File: config.mk
export PLATFORM = sky130hd
export DESIGN_NAME = range_seq_tx_flat
export DESIGN_NICKNAME = d
export VERILOG_FILES = /design/src/rtl/range_seq_pkg.sv /design/src/rtl/range_seq_tx_if.sv /design/src/rtl/range_seq_fifo.sv /design/src/rtl/range_seq_tx.sv /design/src/flat_wrapper.sv
export SDC_FILE = /design/constraint.sdc
export NUM_CORES = 1
export LEC_CHECK = 0
export CORE_MARGIN = 10
export CORE_UTILIZATION = 59
export CTS_CLUSTER_DIAMETER = 100
export DETAILED_ROUTE_END_ITERATION = 10
export HOLD_SLACK_MARGIN = 0.08
export PLACE_DENSITY = 0.77
export SYNTH_ARGS = -nofsm -noshare
export SYNTH_HDL_FRONTEND = slang
export SYNTH_SLANG_ARGS = --single-unit
File: constraint.sdc
create_clock -name clock -period 3.5 [get_ports clock]
set_input_delay 1.05 -clock clock [delete_from_list [all_inputs] [get_ports clock]]
set_output_delay 1.05 -clock clock [all_outputs]
set_load 0.01 [all_outputs]
File: src/rtl/range_seq_pkg.sv
// ============================================================
// Module : range_seq_pkg
// Shared state encoding and default sizing for the range sequence transmitter.
// Rev    : 1.0
// ============================================================
`default_nettype none

package range_seq_pkg;

  localparam int DEFAULT_WIDTH = 8;
  localparam int DEFAULT_DEPTH = 8;

  typedef enum logic [2:0] {
    ST_IDLE   = 3'd0,
    ST_GO     = 3'd1,
    ST_STREAM = 3'd2,
    ST_FINISH = 3'd3,
    ST_GAP    = 3'd4,
    ST_DONE   = 3'd5
  } state_t;

endpackage

`default_nettype wire

File: src/rtl/range_seq_tx_if.sv
// ============================================================
// Module : range_seq_tx_if
// Load/send handshake, range-protocol strobes and status of the transmitter.
// Rev    : 1.0
// ============================================================
`default_nettype none

interface range_seq_tx_if
  import range_seq_pkg::*;
#(
  parameter int WIDTH = DEFAULT_WIDTH,
  parameter int DEPTH = DEFAULT_DEPTH
) ();

  localparam int LW = $clog2(DEPTH) + 1;

  logic             wr_valid;
  logic [WIDTH-1:0] wr_data;
  logic             wr_ready;
  logic             send;
  logic             busy;
  logic             reject;
  logic             done;
  logic             go;
  logic             finish;
  logic [WIDTH-1:0] data_out;
  logic [WIDTH-1:0] expected_range;
  logic [LW-1:0]    level;

  modport slave (
    input  wr_valid, wr_data, send,
    output wr_ready, busy, reject, done, go, finish, data_out, expected_range, level
  );

  modport master (
    output wr_valid, wr_data, send,
    input  wr_ready, busy, reject, done, go, finish, data_out, expected_range, level
  );

endinterface

`default_nettype wire

File: src/rtl/range_seq_fifo.sv
// ============================================================
// Module : range_seq_fifo
// Sequence buffer: synchronous write, FSM-driven read pointer, level count, flush.
// Rev    : 1.0
// ============================================================
`default_nettype none

module range_seq_fifo
  import range_seq_pkg::*;
#(
  parameter int WIDTH = DEFAULT_WIDTH,
  parameter int DEPTH = DEFAULT_DEPTH
) (
  input  wire logic                       clock,
  input  wire logic                       reset,
  input  wire logic                       wr_en,
  input  wire logic [WIDTH-1:0]           wr_data,
  input  wire logic                       rd_en,
  input  wire logic                       clear,
  output logic      [WIDTH-1:0]           rd_data,
  output logic      [$clog2(DEPTH):0]     level
);

  localparam int AW = $clog2(DEPTH);
  localparam int LW = AW + 1;

  logic [WIDTH-1:0] mem [DEPTH];
  logic [AW-1:0]    wr_ptr_q, wr_ptr_d;
  logic [AW-1:0]    rd_ptr_q, rd_ptr_d;
  logic [LW-1:0]    level_q, level_d;

  // Pointers are AW bits wide so they wrap naturally at DEPTH.
  always_comb begin
    wr_ptr_d = wr_ptr_q;
    rd_ptr_d = rd_ptr_q;
    level_d  = level_q;
    if (clear) begin
      wr_ptr_d = '0;
      rd_ptr_d = '0;
      level_d  = '0;
    end else begin
      if (wr_en) wr_ptr_d = wr_ptr_q + AW'(1);
      if (rd_en) rd_ptr_d = rd_ptr_q + AW'(1);
      level_d = level_q + (wr_en ? LW'(1) : LW'(0)) - (rd_en ? LW'(1) : LW'(0));
    end
  end

  always_ff @(posedge clock or posedge reset) begin
    if (reset) begin
      wr_ptr_q <= '0;
      rd_ptr_q <= '0;
      level_q  <= '0;
    end else begin
      wr_ptr_q <= wr_ptr_d;
      rd_ptr_q <= rd_ptr_d;
      level_q  <= level_d;
    end
  end

  always_ff @(posedge clock) begin
    if (wr_en) mem[wr_ptr_q] <= wr_data;
  end

  assign rd_data = mem[rd_ptr_q];
  assign level   = level_q;

endmodule

`default_nettype wire

File: src/rtl/range_seq_tx.sv
// ============================================================
// Module : range_seq_tx
// Emits a buffered word sequence as go/data/finish and reports its max-min.
// Rev    : 1.0
// ============================================================
`default_nettype none

module range_seq_tx
  import range_seq_pkg::*;
#(
  parameter int WIDTH = DEFAULT_WIDTH,
  parameter int DEPTH = DEFAULT_DEPTH
) (
  input  wire logic       clock,
  input  wire logic       reset,
  range_seq_tx_if.slave   bus
);

  localparam int LW = $clog2(DEPTH) + 1;

  state_t           state_q, state_d;
  logic [LW-1:0]    n_q, n_d;
  logic [LW-1:0]    idx_q, idx_d;
  logic [WIDTH-1:0] min_q, min_d;
  logic [WIDTH-1:0] max_q, max_d;
  logic [WIDTH-1:0] range_q, range_d;
  logic             reject_q, reject_d;

  logic             wr_en;
  logic             rd_en;
  logic             clear;
  logic [WIDTH-1:0] word;
  logic [LW-1:0]    level;
  logic             go;
  logic             finish;
  logic             done;
  logic [WIDTH-1:0] data_out;

  assign bus.wr_ready = (state_q == ST_IDLE) && (level < LW'(DEPTH));
  assign wr_en        = bus.wr_valid && bus.wr_ready;

  range_seq_fifo #(
    .WIDTH (WIDTH),
    .DEPTH (DEPTH)
  ) u_fifo (
    .clock   (clock),
    .reset   (reset),
    .wr_en   (wr_en),
    .wr_data (bus.wr_data),
    .rd_en   (rd_en),
    .clear   (clear),
    .rd_data (word),
    .level   (level)
  );

  always_comb begin
    state_d  = state_q;
    n_d      = n_q;
    idx_d    = idx_q;
    min_d    = min_q;
    max_d    = max_q;
    range_d  = range_q;
    reject_d = 1'b0;
    rd_en    = 1'b0;
    clear    = 1'b0;
    go       = 1'b0;
    finish   = 1'b0;
    done     = 1'b0;
    data_out = '0;
    case (state_q)
      ST_IDLE: begin
        // level here is the pre-write value, so a same-cycle write does not count.
        if (bus.send) begin
          if (level >= LW'(2)) begin
            n_d     = level;
            state_d = ST_GO;
          end else begin
            reject_d = 1'b1;
          end
        end
      end
      ST_GO: begin
        go       = 1'b1;
        data_out = word;
        rd_en    = 1'b1;
        min_d    = word;
        max_d    = word;
        idx_d    = LW'(1);
        state_d  = (n_q == LW'(2)) ? ST_FINISH : ST_STREAM;
      end
      ST_STREAM: begin
        data_out = word;
        rd_en    = 1'b1;
        if (word < min_q) min_d = word;
        if (word > max_q) max_d = word;
        idx_d = idx_q + LW'(1);
        if (idx_q == n_q - LW'(2)) state_d = ST_FINISH;
      end
      ST_FINISH: begin
        finish   = 1'b1;
        data_out = word;
        rd_en    = 1'b1;
        if (word < min_q) min_d = word;
        if (word > max_q) max_d = word;
        state_d = ST_GAP;
      end
      ST_GAP: begin
        range_d = max_q - min_q;
        state_d = ST_DONE;
      end
      ST_DONE: begin
        done    = 1'b1;
        clear   = 1'b1;
        state_d = ST_IDLE;
      end
      default: state_d = ST_IDLE;
    endcase
  end

  always_ff @(posedge clock or posedge reset) begin
    if (reset) begin
      state_q  <= ST_IDLE;
      n_q      <= '0;
      idx_q    <= '0;
      min_q    <= '0;
      max_q    <= '0;
      range_q  <= '0;
      reject_q <= 1'b0;
    end else begin
      state_q  <= state_d;
      n_q      <= n_d;
      idx_q    <= idx_d;
      min_q    <= min_d;
      max_q    <= max_d;
      range_q  <= range_d;
      reject_q <= reject_d;
    end
  end

  assign bus.busy           = (state_q != ST_IDLE);
  assign bus.reject         = reject_q;
  assign bus.done           = done;
  assign bus.go             = go;
  assign bus.finish         = finish;
  assign bus.data_out       = data_out;
  assign bus.expected_range = range_q;
  assign bus.level          = level;

endmodule

`default_nettype wire

File: src/flat_wrapper.sv
// flat-port wrapper written by rule: the top's interface ports become plain ports
module range_seq_tx_flat import range_seq_pkg::*;
#(
  parameter int WIDTH = DEFAULT_WIDTH,
  parameter int DEPTH = DEFAULT_DEPTH
)
  (clock, reset, bus_wr_valid, bus_wr_data, bus_send, bus_wr_ready, bus_busy, bus_reject, bus_done, bus_go, bus_finish, bus_data_out, bus_expected_range, bus_level);
  range_seq_tx_if #(.WIDTH(WIDTH), .DEPTH(DEPTH)) bus_i ();
  input  wire logic clock;
  input  wire logic reset;
  input wire logic [$bits(bus_i.wr_valid)-1:0] bus_wr_valid;
  input wire logic [$bits(bus_i.wr_data)-1:0] bus_wr_data;
  input wire logic [$bits(bus_i.send)-1:0] bus_send;
  output wire logic [$bits(bus_i.wr_ready)-1:0] bus_wr_ready;
  output wire logic [$bits(bus_i.busy)-1:0] bus_busy;
  output wire logic [$bits(bus_i.reject)-1:0] bus_reject;
  output wire logic [$bits(bus_i.done)-1:0] bus_done;
  output wire logic [$bits(bus_i.go)-1:0] bus_go;
  output wire logic [$bits(bus_i.finish)-1:0] bus_finish;
  output wire logic [$bits(bus_i.data_out)-1:0] bus_data_out;
  output wire logic [$bits(bus_i.expected_range)-1:0] bus_expected_range;
  output wire logic [$bits(bus_i.level)-1:0] bus_level;
  assign bus_i.wr_valid = bus_wr_valid;
  assign bus_i.wr_data = bus_wr_data;
  assign bus_i.send = bus_send;
  assign bus_wr_ready = bus_i.wr_ready;
  assign bus_busy = bus_i.busy;
  assign bus_reject = bus_i.reject;
  assign bus_done = bus_i.done;
  assign bus_go = bus_i.go;
  assign bus_finish = bus_i.finish;
  assign bus_data_out = bus_i.data_out;
  assign bus_expected_range = bus_i.expected_range;
  assign bus_level = bus_i.level;
  range_seq_tx #(.WIDTH(WIDTH), .DEPTH(DEPTH)) u_core (.clock(clock), .reset(reset), .bus(bus_i));
endmodule
==> results of run 1 <==
## power groups by stage
stage / logic [mW] / clock network (mW) / registers, mW
4_1_cts: 3.24 / 0.802 / 1.92
3_3_place_gp: 3.10 / 0 / 1.93
3_5_place_dp: 3.21 / 0 / 1.95
5_1_grt: 3.76 / 0.851 / 1.97
2_1_floorplan: 2.27 / 0 / 1.91
6_report: 3.39 / 0.784 / 1.93
## path summary, 6_finish.rpt
check,cells after the start,startpoint,endpoint
worst max-delay path,5,u_core.u_fifo.rd_ptr_q[0],bus_data_out[1]
worst min-delay path,2,u_core.bus.expected_range[0],u_core.bus.expected_range[0]
max in group asynchronous,3,reset,u_core.min_q[0]
worst min register to register,2,u_core.bus.expected_range[0],u_core.bus.expected_range[0]
min in group asynchronous,2,reset,u_core.u_fifo.wr_ptr_q[1]
worst max register to register,10,u_core.u_fifo.rd_ptr_q[0],u_core.min_q[5]
## synth_stat cells (3+ instances only)
cell type | instances | area [um2]
mux4_1 | 5 | 131.4
mux2_2 | 8 | 90.09
nand4_1 | 4 | 25.02
xnor2_1 | 7 | 61.31
nor2_1 | 29 | 108.9
inv_1 | 31 | 116.4
mux4_2 | 11 | 247.7
mux2_4 | 7 | 105.1
nor3_1 | 6 | 30.03
ha_1 | 31 | 387.9
nand3_1 | 6 | 30.03
and2_1 | 8 | 50.05
clkbuf_1 | 6 | 22.52
o21ai_0 | 25 | 125.1
nand2b_1 | 5 | 31.28
nand2_1 | 27 | 101.4
xor2_1 | 5 | 43.79
edfxtp_1 | 64 | 1922
nor2b_1 | 7 | 43.79
dfrtp_1 | 46 | 1151
a211oi_1 | 3 | 22.52
a21oi_1 | 25 | 125.1
nor3b_1 | 4 | 30.03
## worst max-delay path: stages, from the launching register on
cell             delay (ps)
dfrtp_2                 420
buf_12                  140
mux4_2                  490
mux2_4                  320
and2_1                  150
clkdlybuf4s50_1         480
## area by class of cell
type,instances,area share
clock buffer,9,0.01976
clock inverter,7,0.01437
inverter,32,0.01916
multi-input combinational,253,0.3359
sequential,110,0.4906
tap,108,0.02156
timing repair buffer,65,0.09860
## logic make-up after synthesis
logic type,synth area share
simple gates,0.09492
fa+ha+maj,0.08015
flops,0.5756
compound gates,0.08249
xor+xnor,0.01969
mux,0.1137
buf+inv,0.03351
## flip-flops by register name (all words and copies together), names as in the netlist, 4 cells and up
signal                     count
u_core.min_q                   8
u_core.u_fifo.mem             64
u_core.n_q                     4
u_core.u_fifo.level            4
u_core.max_q                   8
u_core.bus.expected_range      8
u_core.idx_q                   4
## routing by layer
layer	share of wire	up-vias	GRT usage	wire [um]
met5	0	-	0	0
met4	0.011	0	0.05116	114
met3	0.051	9	0.03594	534
met2	0.50	102	0.2669	5312
met1	0.44	1681	0.2053	4611
li1	-	1619	-	-
## what timing repair did
action / CTS / global route
endpoints found under the hold margin: 0 / 0
cloned: 0 / 1
endpoints found under the setup margin: 7 / 6
gates resized for setup: 8 / 10
buffers inserted: 0 / 9
hold buffers: 0 / 0
pin swaps: 0 / 0
==> summary.txt, run 1 <==
Finish
  • Area of the multi-input gates: 2106 um2
  • FF/Latch Area: 3075 um2
  • Post-route design area: 6269 um2
  • Layout cells sized above 1: 0.1702
  • Post-Route Utilization: 0.7153
  • Commonest non-fill, non-tap cell in the layout: edfxtp_1
  • Commonest cells after routing, fill and taps aside: edfxtp_1, dfrtp_1, clkdlybuf4s50_1
  • Final non-filler cell total: 584
  • Fillers: 583
  • Area Overhead vs Synth: 17.41%
  • Antenna diode count: 0
  • Nets: 516

Synth
  • Post-Syn Area per Cell: 13.15 um2
  • Post-synth ARST share: 0.4182
  • Seq/Total Area, Yosys: 0.5756
  • Ys Warns: 0
  • Post-Synthesis Cell Area: 5339 um2
  • EDFF count, synth: 64
  • Synthesized net count: 451
  • Gate Count Post-Synth: 406
  • Library cells used by synthesis: 51
  • Main synth FF type: edfxtp_1
  • Yosys reg bits: 110

STA
  • # setup viols final: 0
  • Maximum clock frequency: 0.2921 GHz
  • Setup TNS: 0 ps
  • Crit path time final: 3423 ps
  • Final Hold Violating Endpoints: 0
  • Final WS setup: 76.66 ps
  • Worst-margin pin slew: 477.5 ps
  • RSZ-0062 raised after global routing: no
  • Post-Route Skew: 13.13 ps
  • Slew HR: 0.6809
  • Slew Viols, Final: 0
  • Period utilization: 0.9781
  • WHS: 490.0 ps

Floorplan
  • Core area: 8763 um2
  • Die Area: 13250 um2
  • Cell Rows: 34
  • Die W: 115.1 um
  • Top-Level Pins: 38
  • Die Span Y: 115.1 um
  • Initial core utilization: 0.6092

CTS
  • Clock-pin transition on the worst setup and hold timing paths: 110 ps
  • CTS HTree Levels: 3
  • Clk root buf: clkbuf_8
  • Clock sinks: 110
  • CTS tree: done
  • Clock Latency Late Sink: 370 ps
  • CTS Buf Count: 9
  • Max Root-Sink Buffers: 2

Drt
  • Iter 0 DRT Violations: 207
  • Drt first pass iters: 5
  • Final ANT Viol Nets: 0
  • Residual DRC count: 0
  • Avg WL per Cell: 18.11 um
  • Vias per cell: 5.841
  • Vias: 3411
  • Detailed Route WL: 10570 um

Critical path
  • CP max FO: 6
  • Worst reg2reg setup slack: 350 ps
  • CP endpoint kind: output pin
  • WP data arrival: 2370 ps
  • CP startpoint kind: flip-flop
  • Critical Path RT: 2450 ps
  • WS Path Type: flip-flop to output pin

Global routing
  • Initial antenna violation count: 0
  • Grt total ovfl: 0
  • Largest net degree at the start of global routing: 24
  • Global-route wire length before repair: 16990 um
  • Total Routing Usage GR: 0.1608
  • Vias in the first global route: 3391

Place
  • Pre-CTS setup slack: 293.6 ps
  • IO Port Bufs: 37
  • Placed Area: 5921 um2
  • Dpl hpwl: 7570 um
  • GP Congestion: 0.8729
  • Placed Cells: 558

Flow run
  • Max cap viols: 0

Power
  • Power share of the clock group: 0.128
  • Maximum resistive drop on vdd: 0.0004285 V
  • LEAKAGE: 2.590 nW
  • Int Power: 3.689 mW
  • Pwr/cell area: 973.3 nW/um2
  • Sw Share: 0.3953
  • Pwr Total: 6.101 mW
  • Reg power frac: 0.316
  • Net Sw Power: 2.412 mW
  • Comb pwr share: 0.556

Status
  • Outcome: complete, no violations

Hold path
  • Hold Crit Class: flip-flop to flip-flop
Note: power is estimated with default switching activity, not from simulation.
==> run 2: changes to the inputs <==
==> constraint.sdc (replaced) <==
create_clock -name clock -period 3.6 [get_ports clock]
set_input_delay 1.08 -clock clock [delete_from_list [all_inputs] [get_ports clock]]
set_output_delay 1.08 -clock clock [all_outputs]
set_load 0.01 [all_outputs]
==> run 2 against run 1 <==
Net effect:
- sequential share of layout area grew 0.68 points
- die area is the same
- first-iteration DRC count shrank 8.2%
- global-route usage shrank 0.26 points
- highest routed layer unchanged
==> summary.txt, run 2 (same netlist as run 1, synthesis figures left out) <==
Status
  • Outcome: complete, no violations

Drt
  • Detailed Route WL: 10300 um
  • Iter 0 DRT Violations: 190
  • Residual DRC count: 0
  • Drt first pass iters: 4
  • Avg WL per Cell: 17.88 um
  • Vias per cell: 5.877
  • Final ANT Viol Nets: 0
  • Vias: 3385

Finish
  • Post-Route Utilization: 0.7056
  • Largest register FFs: 64
  • Nets: 508
  • Most flops, register: u_core.u_fifo.mem
  • Commonest cells after routing, fill and taps aside: edfxtp_1, dfrtp_1, clkdlybuf4s50_1
  • Area Overhead vs Synth: 15.82%
  • Antenna diode count: 0
  • Final non-filler cell total: 576
  • Fillers: 586
  • Layout cells sized above 1: 0.1538
  • Post-route design area: 6183 um2
  • FF/Latch Area: 3075 um2
  • Commonest non-fill, non-tap cell in the layout: edfxtp_1
  • Area of the multi-input gates: 2110 um2

STA
  • # setup viols final: 0
  • Worst-margin pin slew: 465.3 ps
  • Period utilization: 0.9778
  • Slew Viols, Final: 0
  • Maximum clock frequency: 0.2841 GHz
  • Final Hold Violating Endpoints: 0
  • Crit path time final: 3520 ps
  • Slew HR: 0.6890
  • Post-Route Skew: 11.70 ps
  • Setup TNS: 0 ps
  • WHS: 489.3 ps
  • Final WS setup: 79.86 ps

Place
  • Placed Area: 5926 um2
  • Pre-CTS setup slack: 342.0 ps
  • GP Congestion: 0.8013
  • Dpl hpwl: 7407 um
  • Placed Cells: 557
  • IO Port Bufs: 37

CTS
  • CTS Buf Count: 9
  • Clk root buf: clkbuf_8
  • Clock Latency Late Sink: 370 ps
  • Clock-pin transition on the worst setup and hold timing paths: 110 ps
  • Clock sinks: 110
  • CTS tree: done
  • # hold bufs at CTS: 0
  • CTS HTree Levels: 3
  • Max Root-Sink Buffers: 2

Floorplan
  • Die Span Y: 115.1 um
  • Top-Level Pins: 38
  • Initial core utilization: 0.6092
  • Cell Rows: 34
  • Core area: 8763 um2
  • Die Area: 13250 um2
  • Die W: 115.1 um

Power
  • Maximum resistive drop on vdd: 0.0003493 V
  • LEAKAGE: 2.530 nW
  • Pwr Total: 5.801 mW
  • Pwr/cell area: 938.1 nW/um2

Flow run
  • Max cap viols: 0

Hold path
  • Hold Crit Class: flip-flop to flip-flop

Critical path
  • WS Path Type: flip-flop to output pin
  • CP startpoint kind: flip-flop
  • WP data arrival: 2440 ps
  • CP endpoint kind: output pin
  • Critical Path RT: 2520 ps
  • CP max FO: 7

Global routing
  • Grt total ovfl: 0
  • Initial antenna violation count: 0
  • Total Routing Usage GR: 0.1582
  • Vias in the first global route: 3323
  • Largest net degree at the start of global routing: 22
  • Global-route wire length before repair: 16680 um
[run 2: changes by cell type in the layout (fill, tap and decap cells not counted), sizes merged]
| cell | delta |
|---|---|
| buf | -8 |
| clkdlybuf4s15 | -1 |
| clkdlybuf4s50 | +2 |
| clkinv | -1 |
| dlymetal6s2s | -1 |
| inv | +1 |
[run 2: where the power goes]
part / total, mW / leakage [nW] / switching [mW] / internal, mW
registers: 1.88 / 1.13 / 0.235 / 1.64
clock network: 0.729 / 0.0962 / 0.456 / 0.273
logic: 3.20 / 1.31 / 1.60 / 1.60
total: 5.80 / 2.53 / 2.29 / 3.51
[run 2: worst paths after layout]
check                                                  start                            to  slack, ps  depth (start not counted)
worst max-delay path               u_core.u_fifo.rd_ptr_q[0]               bus_data_out[1]         80                          5
worst min-delay path            u_core.bus.expected_range[1]  u_core.bus.expected_range[1]        490                          2
worst max register to register     u_core.u_fifo.rd_ptr_q[0]               u_core.min_q[6]        350                         10
worst min register to register  u_core.bus.expected_range[1]  u_core.bus.expected_range[1]        490                          2
max in group asynchronous                              reset     u_core.u_fifo.rd_ptr_q[1]       2000                          3
min in group asynchronous                              reset             u_core.state_q[1]        980                          2
[run 2: what timing repair did]
action,4_1_cts,5_1_grt
cloned,0,1
resized for setup,3,7
setup endpoints to repair,7,6
pin swaps,0,0
setup buffers,1,1
[run 2: worst max-delay path, stage by stage (launching register included)]
cell	delay [ps]
dfrtp_2	440
clkbuf_16	190
mux4_2	520
mux2_4	310
and2_1	150
clkdlybuf4s50_1	470
[run 2: area by class of cell]
type                    count  share of cell area
flip-flops and latches    110              0.4974
multi-input cells         253              0.3412
repair buffers             57             0.08924
well taps                 108             0.02185
clock buffers               9             0.02003
inverters                  32             0.01943
clock inverters             7             0.01093
[run 2: per-layer routing]
metal,wire (um),GRT usage,vias to the layer above
li1,-,-,1596
met1,4549,0.2055,1691
met2,5132,0.2601,82
met3,408,0.02656,16
met4,207,0.06106,0
met5,0,0,-
==> run 3: changes to the inputs <==
--- a/config.mk
+++ b/config.mk
@@ -13,4 +13,5 @@
 export PLACE_DENSITY = 0.77
 export SYNTH_ARGS = -nofsm -noshare
 export SYNTH_HDL_FRONTEND = slang
+export SYNTH_HIERARCHICAL = 1
 export SYNTH_SLANG_ARGS = --single-unit
==> run 3 against run 2 <==
Net effect:
- register-to-register slack worse by 70 ps
- die area is 0.17% lower
- synthesized area is 0.21% lower
- sequential power hardly changed
==> summary.txt, run 3 <==
Power
  • Pwr/cell area: 924.7 nW/um2
  • Sw Share: 0.3864
  • Net Sw Power: 2.213 mW
  • Reg power frac: 0.333
  • Power share of the clock group: 0.129
  • LEAKAGE: 2.608 nW
  • Int Power: 3.513 mW
  • Comb pwr share: 0.538
  • Maximum resistive drop on vdd: 0.0003771 V

Critical path
  • Critical R2R Launch: u_core/u_fifo/rd_ptr_q[1]
  • Critical path startpoint: u_core/u_fifo/rd_ptr_q[1]
  • R2R depth: 10
  • WS Path Type: flip-flop to output pin
  • CP max FO: 13
  • Worst reg2reg setup slack: 280 ps
  • Critical Path RT: 2520 ps
  • WP data arrival: 2440 ps
  • CP startpoint kind: flip-flop
  • CP endpoint kind: output pin
  • Worst r2r dst: u_core/max_q[7]

Global routing
  • M3 GR Usage: 0.02344
  • Largest net degree at the start of global routing: 37
  • Vias in the first global route: 3181
  • Initial antenna violation count: 0
  • Grt total ovfl: 0
  • Global-route wire length before repair: 15770 um
  • Met1 GRT Util: 0.1869
  • Total Routing Usage GR: 0.1502
  • Met2 usage: 0.2635
  • GRT Max-Usage Layer: met2

Synth
  • Yosys reg bits: 110
  • Library cells used by synthesis: 45
  • Post-Synthesis Cell Area: 5328 um2
  • Area contributors post-synth: edfxtp_1, dfrtp_1, mux4_1
  • Most frequent cell after synthesis: edfxtp_1
  • Ys Warns: 6
  • Seq/Total Area, Yosys: 0.5768
  • Post-Syn Area per Cell: 13.91 um2
  • Main synth FF type: edfxtp_1
  • Synthesized net count: 427
  • Post-synth ARST share: 0.4182
  • Synth top cells by count: edfxtp_1, dfrtp_1, ha_1, inv_1, nor2_1
  • Top cell type's share of synthesized area: 0.3607
  • EDFF count, synth: 64
  • Gate Count Post-Synth: 383
  • Dominant cell type by area after synthesis: edfxtp_1

Finish
  • Most flops, register: u_core/u_fifo/mem
  • Largest register FFs: 64
  • Commonest non-fill, non-tap cell in the layout: edfxtp_1
  • Layout cells sized above 1: 0.1511
  • Post-route design area: 6192 um2
  • Fillers: 605
  • Area Overhead vs Synth: 16.23%
  • Nets: 489
  • Antenna diode count: 0
  • Commonest cells after routing, fill and taps aside: edfxtp_1, dfrtp_1, clkdlybuf4s50_1, ha_1, inv_1

Place
  • IO Port Bufs: 37
  • Placed Area: 5909 um2
  • GP Congestion: 0.7870
  • Pre-CTS setup slack: 338.7 ps
  • Dpl hpwl: 7147 um

STA
  • Setup TNS: 0 ps
  • Slew HR: 0.6135
  • Final Hold Violating Endpoints: 0
  • Maximum clock frequency: 0.2839 GHz
  • Period utilization: 0.9786
  • Worst-margin pin slew: 579.1 ps
  • WHS: 486.2 ps
  • RSZ-0062 raised after global routing: no
  • # setup viols final: 0
  • Final WS setup: 77.15 ps
  • Crit path time final: 3523 ps
  • Slew Viols, Final: 0
  • Post-Route Skew: 14.30 ps

Drt
  • Iter 0 DRT Violations: 168
  • Final ANT Viol Nets: 0
  • Residual DRC count: 0
  • Vias per cell: 5.697
  • Avg WL per Cell: 17.55 um
  • Drt first pass iters: 4
  • Detailed Route WL: 9793 um
  • Vias: 3179

CTS
  • Clock-pin transition on the worst setup and hold timing paths: 120 ps
  • CTS HTree Levels: 3
  • Clock sinks: 110
  • CTS Buf Count: 9
  • Clock Latency Late Sink: 370 ps
  • CTS tree: done
  • Max Root-Sink Buffers: 2
  • Clk root buf: clkbuf_8

Flow run
  • Max cap viols: 0

Floorplan
  • Die W: 115.0 um
  • Core area: 8763 um2
  • Initial core utilization: 0.6079
  • Die Area: 13230 um2
  • Die Span Y: 115.0 um
  • Top-Level Pins: 38
  • Cell Rows: 34

Hold path
  • Hold path cells: 1
  • Hold Crit Class: flip-flop to flip-flop
  • Hold Startpoint: u_core/bus.expected_range[4]
  • Hold endpoint: u_core/bus.expected_range[4]

Status
  • Outcome: complete, no violations
-- run 3: cell type report --
class	instances	area (um2)	share of cell area
tap	108	135.1	0.02182
clock buffer	9	123.9	0.02000
sequential	110	3073	0.4963
inverter	29	108.9	0.01758
timing repair buffer	59	558.0	0.09012
multi-input combinational	236	2107	0.3403
clock inverter	7	86.33	0.01394
-- run 3: cell families (layout without fill, tap and decap cells) --
| kind of cell | after synthesis | after routing | synth area share |
|---|---|---|---|
| AO/OA/AOI/OAI | 53 | 53 | 0.06670 |
| flip-flops | 110 | 110 | 0.5768 |
| AND/OR/NAND/NOR | 92 | 92 | 0.08502 |
| XOR/XNOR | 13 | 13 | 0.02137 |
| buffers and inverters | 37 | 104 | 0.03100 |
| adder cells (fa/ha/maj) | 32 | 32 | 0.07797 |
| multiplexers | 46 | 46 | 0.1411 |
-- run 3: worst max path at each step --
stage,to,slack [ps],depth (start not counted)
floorplan,u_core/max_q[1],620,10
global placement,bus_data_out[0],390,6
detailed placement,u_core/max_q[2],340,9
CTS,bus_data_out[5],7,5
global route,bus_data_out[6],4,6
finish,bus_data_out[2],80,5
-- run 3: timing repair --
action                                  CTS  global route
endpoints found under the setup margin    8             8
setup buffers                             3             3
hold buffers                              0             0
pin swaps                                 0             0
gates resized for setup                   4             8
-- run 3: power groups by stage --
stage	sequential (mW)	combinational, mW	clock, mW
4_1_cts	1.91	3.08	0.758
2_1_floorplan	1.89	2.13	0
6_report	1.91	3.08	0.736
3_5_place_dp	1.94	3.03	0
3_3_place_gp	1.93	2.94	0
5_1_grt	1.95	3.43	0.819
-- run 3: routing by layer --
metal,wire [um],up-vias
li1,-,1555
met1,4203,1557
met2,5166,55
met3,328,12
met4,94,0
met5,0,-
-- run 3: critical path: stages (launching register included) --
cell,delay [ps]
dfrtp_1,420
buf_12,160
mux4_1,550
mux2_4,320
and2_1,150
clkdlybuf4s50_1,470
-- run 3: through the flow --
step	util	cells	power, mW
2_1_floorplan	-	383	4.025
3_3_place_gp	0.6743	536	4.861
3_5_place_dp	0.6743	536	4.975
4_1_cts	0.7015	555	5.745
5_1_grt	0.7066	558	6.201
6_report	0.7066	558	5.726
